$ cat src/rtl/branch_resolve_unit.sv
// branch_resolve_unit: IF/ID register plus B/BR resolution against {Z,V,N}; ins clk/rst/stall, fetch PC/inst/prediction, flags, br_reg_data; outs IF_ID_* fields, resolve results to fetch, saturating branch/mispredict counters
module branch_resolve_unit #(
  parameter int CNT_W = 16
) (
  input  logic             clk,
  input  logic             rst,
  input  logic             stall,
  input  logic [15:0]      PC_curr,
  input  logic [15:0]      PC_next,
  input  logic [15:0]      PC_inst,
  input  logic             predicted_taken,
  input  logic [15:0]      predicted_target,
  input  logic [2:0]       flags,
  input  logic [15:0]      br_reg_data,
  output logic [3:0]       IF_ID_PC_curr,
  output logic [15:0]      IF_ID_PC_next,
  output logic [15:0]      IF_ID_inst,
  output logic             was_branch,
  output logic             actual_taken,
  output logic [15:0]      actual_target,
  output logic             branch_mispredicted,
  output logic [CNT_W-1:0] branch_cnt,
  output logic [CNT_W-1:0] mispredict_cnt
);
  logic        if_id_valid;
  logic        if_id_pred_taken;
  logic [15:0] if_id_pred_target;
  logic        is_b, is_br, res, cond, z, v, n;
  logic [7:0]  cond_vec;
  assign {z, v, n}  = flags;
  assign is_b       = IF_ID_inst[15:12] == 4'hC;
  assign is_br      = IF_ID_inst[15:12] == 4'hD;
  assign res        = if_id_valid & ~stall & (is_b | is_br);
  assign cond_vec   = {1'b1, v, n | z, z | ~n, n, ~z & ~n, z, ~z};
  assign cond       = cond_vec[IF_ID_inst[11:9]];
  assign was_branch = res;
  assign actual_taken  = res & cond;
  assign actual_target = is_b  ? IF_ID_PC_next + {{6{IF_ID_inst[8]}}, IF_ID_inst[8:0], 1'b0} :
                         is_br ? br_reg_data : IF_ID_PC_next;
  assign branch_mispredicted = res & ((actual_taken != if_id_pred_taken) |
                               (actual_taken & if_id_pred_taken & (actual_target != if_id_pred_target)));
  always_ff @(posedge clk or posedge rst) begin
    if (rst) begin
      if_id_valid       <= 1'b0;
      IF_ID_inst        <= 16'h0000;
      IF_ID_PC_curr     <= 4'h0;
      IF_ID_PC_next     <= 16'h0000;
      if_id_pred_taken  <= 1'b0;
      if_id_pred_target <= 16'h0000;
      branch_cnt        <= '0;
      mispredict_cnt    <= '0;
    end else begin
      if (!stall) begin
        IF_ID_PC_curr     <= PC_curr[3:0];
        IF_ID_PC_next     <= PC_next;
        if_id_pred_target <= predicted_target;
        if_id_valid       <= ~branch_mispredicted;
        IF_ID_inst        <= branch_mispredicted ? 16'h0000 : PC_inst;
        if_id_pred_taken  <= ~branch_mispredicted & predicted_taken;
      end
      if (res && !(&branch_cnt)) branch_cnt <= branch_cnt + CNT_W'(1);
      if (branch_mispredicted && !(&mispredict_cnt)) mispredict_cnt <= mispredict_cnt + CNT_W'(1);
    end
  end
endmodule

$ cat config.mk
export PLATFORM = sky130hd
export DESIGN_NAME = branch_resolve_unit
export DESIGN_NICKNAME = d
export VERILOG_FILES = /design/src/rtl/branch_resolve_unit.sv
export SDC_FILE = /design/constraint.sdc
export NUM_CORES = 1
export LEC_CHECK = 0
export CORE_MARGIN = 2
export CORE_UTILIZATION = 60
export CTS_BUF_LIST = sky130_fd_sc_hd__clkbuf_16
export CTS_CLUSTER_SIZE = 20
export DETAILED_ROUTE_END_ITERATION = 12
export DONT_BUFFER_PORTS = 1
export PLACE_DENSITY = 0.76
export SYNTH_ARGS = -nofsm -noshare
export SYNTH_HDL_FRONTEND = slang
export SYNTH_SLANG_ARGS = --single-unit
$ cat constraint.sdc
create_clock -name clk -period 5.9 [get_ports clk]
set_input_delay 0.885 -clock clk [delete_from_list [all_inputs] [get_ports clk]]
set_output_delay 0.885 -clock clk [all_outputs]
set_load 0.05 [all_outputs]
After elaboration in Yosys (flattened, before gate mapping). Index checks and enable logic that the tools add are counted.

Flip-flop bits (word level): 86. Input bits: 87. Output and inout port bits: 87.

Add/subtract/negate cells: 3. $lt $le $gt $ge: 1. Eq/ne operators: 4. Mux-type cells: 5. Bitwise operators: 16. Reduce and logical (&&, ||, !) cells: 6.

Operators by type and width (count): $mux W16 (3); $add A16 B1 Y16 const B (2); $reduce_and A16 Y1 (2); $add A16 B16 Y16 (1); $ne A16 B16 Y1 (1); $and A1 B1 Y1 (8); $eq A4 B4 Y1 const B (2); $lt A3 B4 Y1 const B (1); $not A1 Y1 (4); $or A1 B1 Y1 (4); $bmux W1 S3 (1); $logic_and A1 B1 Y1 (2); $logic_not A1 Y1 (2); $mux W1 (1); $ne A1 B1 Y1 (1).

Depth between registers and ports, before layout.
Depth after elaboration: 11. Gate-level depth with buffers: 17. Mapped depth without buffers: 14.

Worst setup path before layout. Ideal clock, no wire load.

Path type: flip-flop to output port. Start: register IF_ID_inst[15]. End: output branch_mispredicted. Arrival time: 6130 ps. Path slack: -1115 ps. Stages on the path, launching flop included: 18. Path through: dfrtp_1 -> nand3b_1 -> clkbuf_1 -> buf_1 -> nor3b_1 -> o31ai_1 -> a31oi_1 -> ha_1 -> a221oi_1 -> a21boi_0 -> nor3_1 -> nor4_1 -> nand4_1 -> a2111oi_4 -> nand3_4 -> nand2_4 -> buf_6 -> inv_1.

Cells in the longest elaborated chain, start to end: 8. Elaborated cells between the ends (all ways): 13. Classes of those cells: eq/ne: 4; mux: 2; bitwise: 7.

Ends and longest elaborated chain: from (decl) (line 17) `output logic [15:0] IF_ID_inst,`; from (signal assigned) (line 58) `IF_ID_inst <= branch_mispredicted ? 16'h0000 : PC_inst;`; $eq A4 B4 Y1 (on tied branches) (line 31, 32); $or A1 B1 Y1 (*) (line 33) `assign res = if_id_valid & ~stall & (is_b | is_br);`; $and A1 B1 Y1 (*) (line 33); named net was_branch (line 18) `output logic was_branch,`; $and A1 B1 Y1 (*) (line 37) `assign actual_taken = res & cond;`; named net actual_taken (line 19) `output logic actual_taken,`; $and A1 B1 Y1 (2 in series) (line 41) `(actual_taken & if_id_pred_taken & (actual_target != if_id_pred_target)));`; $or A1 B1 Y1 (*) (line 40) `assign branch_mispredicted = res & ((actual_taken != if_id_pred_taken) |`; $and A1 B1 Y1 (*) (line 40); to (decl) (line 21) `output logic branch_mispredicted,`.

The timed path passes the listed nets; every way through them passes the cells marked *.

Worst setup path in the final report.
Start: register IF_ID_PC_next[1]. End: output branch_mispredicted.

Cells in the longest elaborated chain, start to end: 6. Elaborated cells between the ends (all ways): 7. Classes of those cells: add/sub: 1; eq/ne: 1; mux: 2; bitwise: 3.

Ends and longest elaborated chain: from (decl) (line 16) `output logic [15:0] IF_ID_PC_next,`; from (signal assigned) (line 55) `IF_ID_PC_next <= PC_next;`; $add A16 B16 Y16 or $mux W16 (tied branches) (line 38, 39); $mux W16 (*) (line 38) `assign actual_target = is_b ? IF_ID_PC_next + {{6{IF_ID_inst[8]}}, IF_ID_inst[8:0], 1'b0} :`; $ne A16 B16 Y1 (*) (line 41); $and A1 B1 Y1 (*) (line 41); $or A1 B1 Y1 (*) (line 40); $and A1 B1 Y1 (*) (line 40).

Mark *: on every way between the ends. The rest lies on a longest branch, timed or not.

==> results.toml <==
[route]
wl_um = 13700
drt_iter0_drc = 266
wl_per_cell_um = 20.6
drc_errors = 0
antenna_left = 0
vias = 4421
viasPerCell = 6.67
firstDrtPassIters = 5

[logic_synthesis]
synth_compound_area_share_pct = 16.6
synthArstFlopShare_pct = 100
synth_seq_cells = 86
ys_seq_area_share_pct = 39.7
syn_inst = 548
synth_xor_area_share_pct = 7.10
synth_top_family_by_area = "simple AND/OR/NAND/NOR gates"
ys_types = 70
netlist_area_sq_um = 5420
synth_edf_count = 0
synth-main-ff-cell = "dfrtp_1"
yosys_warnings = 0
syn_area_per_cell_sq_um = 9.90
synth-simple-area-share_pct = 18.5
yosys.area_share.adder_pct = 4.29
synth_mux_area_share_pct = 10.2
synth_fp_nets = 653

[sta]
rsz0062_at_grt = "false"
tns_ps = 0
fin_skew_ps = 6.17
max_slew_margin_pct = 28.5
worst_slew_pin_slew_ps = 1080
setup_viol = 0
max_freq_mhz = 182
min_period_ps = 5490
hold_violations = 0
period_share_pct = 93.0
slew_viol_final = 0

[clocking]
h-tree-depth = 3
numCtsBuffers = 9
cts_root_buf = "clkbuf_16"
post_cts_buffers = 0
cts-hold-fix-buffers = 0
cts_buffer_depth = 2
cts_tree = "yes"
cts_resized = 0
cts.sinks = 86
clk_pin_slew_ps = 70
clock_latency_ps = 340

[floorplan]
die_x_um = 99.1
placementRows = 34
dieArea_sq_um = 9820
dieHeight_um = 99.1
core-area_sq_um = 8760
ios = 174
start_util_pct = 61.9

[global_routing]
antenna_found_initial = 6
overflow = 0
grt_usage_pct = 28.3
grt_max_degree = 87
grt_pass1_wl_um = 21900
grt_pass1_vias = 4256

[worst_hold_path]
hold_path_class = "register to register"

[cells_and_area]
fin_util_pct = 66.8
areaGrowthSynthToFinish_pct = 7.87
final_cell_mix = "dfrtp_1, mux2_2, nand2_1"
nets = 650
fill_cells = 692
fin_area_sq_um = 5850
layout-drive-gt1-share_pct = 14.0
layout_commonest_cell = "dfrtp_1"

[power]
p_leak_nw = 2.52
powerDensity_nw_per_um2 = 324
vdd_drop_max_mv = 0.322

[critical_path]
crit_fanout = 18
crit_slowest_cell = "dfrtp_1"
worstSetupEndpointType = "primary output"
critPathKind = "register to primary output"
worstPathArrival_ps = 4600
worst_setup_path_start_kind = "register"
critPathRequiredTime_ps = 5020
cp_common_cell = "inv_1"
crit_chain = "ha_1 > inv_1 > fa_1 > nor2b_1 > o31a_1 > nor3_1 > o41ai_1 > xnor2_1 > a21oi_1 > a2111oi_2 > nand3_4 > nand2_4 > inv_1 > buf_4"
slowest_delay_ps = 720

[run]
cap_violations = 0

[place]
post_dp_cell_area_sq_um = 5530
port_buffers = 0
gp_congestion = 0.921
dp_hpwl_um = 10300

[run_status]
status = "completed"
==> per-stage QoR <==
| stage | total power [mW] | std cells | worst slack [ps] | hold slack (ps) |
|---|---|---|---|---|
| after global routing | 1.98 | 661 | 99.4 | 548 |
| after detailed placement | 1.32 | 642 | 778 | 519 |
| final | 1.89 | 663 | 412 | 532 |
| after floorplan | 1.22 | 548 | 8.99 | 483 |
| after CTS | 1.90 | 658 | 380 | 538 |
| after global placement | 1.30 | 642 | 808 | 505 |
==> worst max-delay path: cells and delay by family, from the launching register on <==
family / cells / cell delay [ps]
AO/OA/AOI/OAI: 4 / 1460
flip-flops: 1 / 720
XOR/XNOR: 1 / 200
AND/OR/NAND/NOR: 4 / 870
adder cells (fa/ha/maj): 2 / 680
buffers and inverters: 3 / 320
==> cell type report <==
type	instances	area (sq um)	area share (%)
Clock buffer	9	225	3.85
Multi-Input combinational cell	418	3100	52.9
Clock inverter	7	81.3	1.39
Inverter	21	80.1	1.37
Timing Repair Buffer	9	67.6	1.15
Tap cell	108	135	2.31
Sequential cell	86	2150	36.8
Antenna cell	5	12.5	0.214
==> synth_stat cells (2+ instances only) <==
| cell | number | area [sq um] |
|---|---|---|
| ha_1 | 17 | 213 |
| or3_1 | 2 | 12.5 |
| o221ai_1 | 2 | 17.5 |
| o311ai_0 | 3 | 26.3 |
| a21oi_1 | 20 | 100 |
| nor3b_1 | 4 | 30.0 |
| nor2_1 | 24 | 90.1 |
| nand3b_1 | 3 | 22.5 |
| o211a_1 | 2 | 20.0 |
| a22o_1 | 17 | 149 |
| xnor2_1 | 35 | 307 |
| buf_2 | 4 | 20.0 |
| o31a_1 | 3 | 26.3 |
| o31ai_1 | 4 | 30.0 |
| mux2_2 | 41 | 462 |
| xor2_1 | 9 | 78.8 |
| clkbuf_1 | 11 | 41.3 |
| buf_6 | 3 | 33.8 |
| nand2b_1 | 9 | 56.3 |
| nand3_1 | 19 | 95.1 |
| and2_1 | 5 | 31.3 |
| nor3_1 | 10 | 50.1 |
| a211oi_1 | 3 | 22.5 |
| and3_1 | 22 | 138 |
| a31oi_1 | 8 | 50.1 |
| nand4b_1 | 3 | 26.3 |
| o211ai_1 | 8 | 60.1 |
| o21a_1 | 7 | 52.6 |
| o22ai_1 | 4 | 25.0 |
| nor4b_1 | 2 | 17.5 |
| mux2i_1 | 8 | 80.1 |
| dfrtp_1 | 86 | 2150 |
| nand2_1 | 40 | 150 |
| nand4_1 | 10 | 62.6 |
| inv_1 | 21 | 78.8 |
| nor4_1 | 2 | 12.5 |
| o2111ai_1 | 2 | 17.5 |
| buf_1 | 3 | 11.3 |
| a22oi_1 | 2 | 15.0 |
| nor2b_1 | 23 | 144 |
| o21ai_0 | 18 | 90.1 |
==> final timing paths <==
kind                            slack [ps]  cells past startpoint                    to                 start
worst min-delay path                   530                      1  if_id_pred_target[6]  if_id_pred_target[6]
min in group asynchronous              780                      2         branch_cnt[2]                   rst
worst min register to register         530                      1  if_id_pred_target[6]  if_id_pred_target[6]
max in group asynchronous             4480                      2     IF_ID_PC_next[14]                   rst
worst max register to register        1540                     13     mispredict_cnt[1]      IF_ID_PC_next[1]
worst max-delay path                   410                     14   branch_mispredicted      IF_ID_PC_next[1]
==> flip-flops by register name (all words and copies together) (netlist names) <==
signal             count
IF_ID_inst            16
if_id_valid            1
IF_ID_PC_next         16
if_id_pred_target     16
branch_cnt            16
if_id_pred_taken       1
mispredict_cnt        16
IF_ID_PC_curr          4
==> layer usage <==
metal | vias to the layer above | share of wire (%) | wire length (um) | global-route usage, %
met5 | - | 0.080 | 11 | 0
met4 | 2 | 2.6 | 357 | 10.9
met3 | 31 | 9.3 | 1270 | 9.57
met2 | 181 | 50 | 6890 | 46.7
met1 | 2187 | 38 | 5150 | 34.5
li1 | 2020 | - | - | -
==> power by group <==
part / internal (mW) / total [mW] / switching (mW) / leakage [nW]
Sequential: 0.639 / 0.857 / 0.218 / 1.08
Combinational: 0.171 / 0.454 / 0.284 / 1.29
Clock: 0.335 / 0.583 / 0.248 / 0.152
Total: 1.14 / 1.89 / 0.750 / 2.52
==> logic make-up (layout without fill, tap and decap cells) <==
kind of cell	count (synthesis)	count (layout)
fa+ha+maj	18	18
mux	50	50
simple gates	184	184
compound gates	122	122
buf+inv	44	46
xor+xnor	44	44
flops	86	86
other cells	0	5
No activity file was read; power rests on OpenSTA's default activity.
==> RTL edit 1 (config.mk and constraints unchanged) <==
`CNT_W`: 16 -> 14.
--- a/src/rtl/branch_resolve_unit.sv
+++ b/src/rtl/branch_resolve_unit.sv
@@ -2,3 +2,3 @@
 module branch_resolve_unit #(
-  parameter int CNT_W = 16
+  parameter int CNT_W = 14
 ) (
Interface: changed (resized branch_cnt and mispredict_cnt); port bits go from 174 to 170. No check against the original RTL was run, so the function may have changed too.
==> RTL edit 1 against the unedited design <==
  * Sequential share of layout area shrank 0.053 points
  * Design area shrank 4.5%
  * Clock power is 3% lower
  * Synthesized area decreased by 4.9%
  * Power down 0.56%
  * Non-clock buffer count rose by 4
  * Setup slack gained 0.11 ns
  * First-iteration DRC count down 1.9%
  * Sequential cell count decreased by 4
  * Wire length rose by 2.7%
  * Critical endpoint unchanged
  * Clock skew increased by 0.0047 ns
  * Cell count up 1.4%
  * Highest routed layer is now met4
==> RTL edit 1: results (changes against the unedited design) <==
- Seq/Total Area, Yosys: 39.80% (+0.12 points)
- Layout cells sized above 1: 13.40% (-0.60 points)
- Internal: 1117 uW (-2.4%)
- WL met2: 6850 um (-0.58%)
- Largest net degree at the start of global routing: 83 (-4.6%)
- Reg2reg setup slack: 0.97 ns (-0.57 ns)
- Grt met1 use: 39.01% (+4.5 points)
- WL per Instance: 20.92 um (+1.4%)
- Vias in the first global route: 4412 (+3.7%)
- Crit path DAT: 4.49 ns (-0.11 ns)
- Synthesized Nets: 667 (+2.1%)
- Largest cells by area after synthesis: dfrtp_1 40%, mux2_2 8.1%, nand2_1 6.0%, ha_1 4.1%, xnor2_1 4.1%
- Fill cells: 693 (+0.14%)
- Top post-synthesis cells by count: 82 x dfrtp_1, 82 x nand2_1, 37 x mux2_2, 32 x nor2_1, 26 x a21oi_1
- First-pass GRT wire length: 22790 um (+3.9%)
- Ant diodes: 0 (-5)
- Cells on worst reg2reg path: 15 (+2)
- DRT met1 WL: 5610 um (+8.9%)
- Routing usage on met2: 49.47% (+2.8 points)
- Cell depth of the worst hold path: 2 (+1)
- GR Util met3: 7.731% (-1.8 points)
- Wire length on met3: 1228 um (-3.5%)
- Worst R2R Start: IF_ID_inst[13]$_DFFE_PP0N_
- Status: complete, no violations
- Worst-path maximum fanout: 6 (-12)
- Final weighted congestion in routability-driven placement: 0.9162 (-0.49%)
- Dpl cells: 656 (+2.2%)
- Relative slew slack: 21.89% (-6.6 points)
-- RTL edit 1: cell count changes after synthesis, moves of 5 or more --
| cell | before | now |
|---|---|---|
| o211ai_1 | 8 | 1 |
| xor2_1 | 9 | 22 |
| nor2b_1 | 23 | 4 |
| and3_1 | 22 | 9 |
| o21ai_1 | 1 | 25 |
| xnor2_1 | 35 | 24 |
| nor2_1 | 24 | 32 |
| nand2_1 | 40 | 82 |
| a21oi_1 | 20 | 26 |
| nand4_1 | 10 | 5 |
| a22o_1 | 17 | 0 |
-- RTL edit 1: per-stage QoR --
step	hold WS, ns	utilization (%)	worst slack (ns)	power [uW]
final	0.5053	67.65	0.5244	1884
after global routing	0.5449	67.65	0.3424	1969
after CTS	0.5033	67.65	0.6180	1888
after detailed placement	0.4885	64.08	0.9821	1321
after global placement	0.4838	64.08	0.9501	1308
after floorplan	0.4627	-	0.07713	1217
-- RTL edit 1: logic make-up (layout without fill, tap and decap cells) --
logic type,after synthesis,after routing,share of synthesized area [%]
compound gates,127,127,15.92
xor+xnor,46,46,7.814
fa+ha+maj,18,18,4.513
buf+inv,46,51,3.786
flops,82,82,39.80
mux,47,47,10.07
simple gates,196,196,18.10
-- RTL edit 1: area by class of cell --
cell class,count,area (um2),share of cell area [%]
Multi-Input combinational cell,434,2927,52.39
Sequential cell,82,2052,36.73
Clock buffer,9,225.2,4.031
Tap cell,105,131.4,2.352
Timing Repair Buffer,13,97.59,1.747
Inverter,22,83.83,1.501
Clock inverter,7,70.07,1.254
-- RTL edit 1: worst max-delay path by stage --
stage / from / endpoint / slack (ns) / depth (start not counted)
2_1_floorplan: IF_ID_inst[15]$_DFFE_PP0N_ / branch_mispredicted / 0.08 / 16
3_3_place_gp: IF_ID_PC_next[1]$_DFFE_PP0N_ / branch_mispredicted / 0.95 / 13
3_5_place_dp: IF_ID_PC_next[1]$_DFFE_PP0N_ / branch_mispredicted / 0.98 / 13
4_1_cts: IF_ID_PC_next[1]$_DFFE_PP0N_ / branch_mispredicted / 0.62 / 13
5_1_grt: IF_ID_inst[13]$_DFFE_PP0N_ / branch_mispredicted / 0.34 / 14
6_report: IF_ID_inst[13]$_DFFE_PP0N_ / branch_mispredicted / 0.52 / 14
-- RTL edit 1: worst max-delay path: stages (launching register included) --
cell and delay (ns):
dfrtp_1 0.60, nand3b_1 0.34, nor3_4 0.13, buf_4 0.25, o31ai_1 0.12, a31oi_2 0.22, ha_1 0.30, a2111oi_0 0.54
o22ai_1 0.13, or4bb_1 0.52, a2111oi_2 0.21, nand4_1 0.26, o31ai_4 0.29, inv_2 0.06, buf_4 0.19
==> RTL edit 2 (same settings) <==
Without the edit above. Register the output `branch_cnt` once more, without a reset; this adds one clock of latency there. The other outputs are not delayed to match.
--- a/src/rtl/branch_resolve_unit.sv
+++ b/src/rtl/branch_resolve_unit.sv
@@ -24,2 +24,4 @@
 );
+
+  logic [CNT_W-1:0] branch_cnt_s0;
   logic        if_id_valid;
@@ -49,3 +51,3 @@
       if_id_pred_target <= 16'h0000;
-      branch_cnt        <= '0;
+      branch_cnt_s0     <= '0;
       mispredict_cnt    <= '0;
@@ -60,3 +62,3 @@
       end
-      if (res && !(&branch_cnt)) branch_cnt <= branch_cnt + CNT_W'(1);
+      if (res && !(&branch_cnt_s0)) branch_cnt_s0 <= branch_cnt_s0 + CNT_W'(1);
       if (branch_mispredicted && !(&mispredict_cnt)) mispredict_cnt <= mispredict_cnt + CNT_W'(1);
@@ -64,2 +66,6 @@
   end
+  always_ff @(posedge clk) begin
+    branch_cnt <= branch_cnt_s0;
+  end
+
 endmodule
Formal check against the unedited RTL: not equivalent (a bounded check fails within 4 cycles, from zero or initial values and one cycle with rst high).
==> RTL edit 2 against the unedited design <==
  * Power is 8.4% higher
  * Sequential share of layout area is 2.9 points higher
  * Global-route usage is 0.44 points lower
  * Sequential cell count is 16 higher
  * Cell count is 8.9% higher
  * Count of clock-buffer cells in the layout stayed put
  * Utilization hardly changed
  * Synthesized area is 7.5% higher
  * Setup slack better by 0.62 ns
  * Wire length is 7.1% higher
  * Design area is 6.5% higher
  * Critical path depth is 4 lower
  * Largest power group unchanged
  * Synthesized cell count is 8.6% higher
  * Die area is 7.2% higher
==> RTL edit 2: results (changes against the unedited design) <==
- Vias in the first global route: 4364 (+2.5%)
- Final Critical Period: 4.867 ns (-0.6207 ns)
- Synth cell types: 65 (-7.1%)
- GR Util All Layers: 27.90% (-0.44 points)
- Worst Hold Endpoint: branch_cnt[7]$_DFF_P_
- Wire length on met3: 1098 um (-14%)
- Syn Area/Cell: 9.799 um2 (-0.99%)
- Dpl cells: 705 (+9.8%)
- Grt met1 use: 34.36% (-0.12 points)
- Routed wire length: 14660 um (+7.1%)
- Final cell count without fillers: 722 (+8.9%)
- Worst-path maximum fanout: 12 (-6)
- Crit-path max cell delay: 0.90 ns (+0.18 ns)
- Compound-gate portion of the synthesized area: 13.95% (-2.6 points)
- Layout cells sized above 1: 14.36% (+0.36 points)
- Asr flop ratio synth: 84.31% (-16 points)
- WL met2: 7286 um (+5.7%)
- Post-Synth XOR/XNOR Area: 6.459% (-0.65 points)
- Hold path start: branch_cnt_s0[7]$_DFFE_PP0P_
- Static Leak: 0.002668 uW (+5.8%)
- VDD IR-drop max: 0.3246 mV (+0.78%)
- Nets@finish: 692 (+6.5%)
- GR Util met3: 8.475% (-1.1 points)
- Mux share of post-synthesis cell area: 10.19% (about the same)
- Routing usage on met2: 46.91% (+0.23 points)
- DR top layer: met4
- Synthesized-area fraction occupied by adder cells: 3.991% (-0.30 points)
- Largest cells by area after synthesis: dfrtp_1 37%, mux2_2 7.7%, dfxtp_1 5.5%, xnor2_1 5.3%, nand2_1 4.2%
- Final Util: 66.79% (about the same)
- Area share of the largest cell type after synthesis: 36.91% (-2.8 points)
- Status: complete, no violations
- Dpl cell area: 5917 um2 (+7.0%)
- Worst R2R Start: IF_ID_inst[8]$_DFFE_PP0N_
- Top post-synthesis cells by count: 86 x dfrtp_1, 65 x nand2_1, 40 x mux2_2, 35 x xnor2_1, 33 x a21oi_1
- Reg2reg setup slack: 1.14 ns (-0.40 ns)
- Fill cells: 759 (+9.7%)
- Post-CTS Setup Inserts: 0 (unchanged)
- Worst clock skew: 0.01483 ns (+0.008657 ns)
- Seq/Total Area, Yosys: 42.40% (+2.7 points)
- Cell depth of the worst hold path: 0 (-1)
- Vias per Instance: 6.226 (-6.6%)
- Synthesized Nets: 700 (+7.2%)
- Drt initial violations: 227 (-15%)
- Final weighted congestion in routability-driven placement: 0.8765 (-4.8%)
- Antenna violations before repair: 1 (-5)
- Pre-CTS setup slack: 1.154 ns (+0.3760 ns)
[RTL edit 2: changes by cell type in the layout (fill, tap and decap cells not counted), sizes merged, moves of 5 or more]
| cell | unedited run | this run |
|---|---|---|
| nand2 | 41 | 65 |
| dfxtp | 0 | 16 |
| a31oi | 8 | 3 |
| inv | 23 | 17 |
| o21ai | 19 | 36 |
| nor2b | 23 | 4 |
| nand2b | 9 | 24 |
| nand3 | 20 | 30 |
| a21oi | 20 | 33 |
| a22o | 17 | 0 |
[RTL edit 2: final cells by class]
cell class	instances	share of cell area (%)
clock buffer	9	3.615
tap	129	2.591
sequential	102	39.71
antenna	1	0.04017
multi-input combinational	449	50.55
timing repair buffer	10	1.205
clock inverter	7	1.366
inverter	15	0.9239
[RTL edit 2: where the power goes]
part           internal, uW  switching [uW]
combinational           174             277
clock                   305             310
sequential              758             230
total                  1240             817
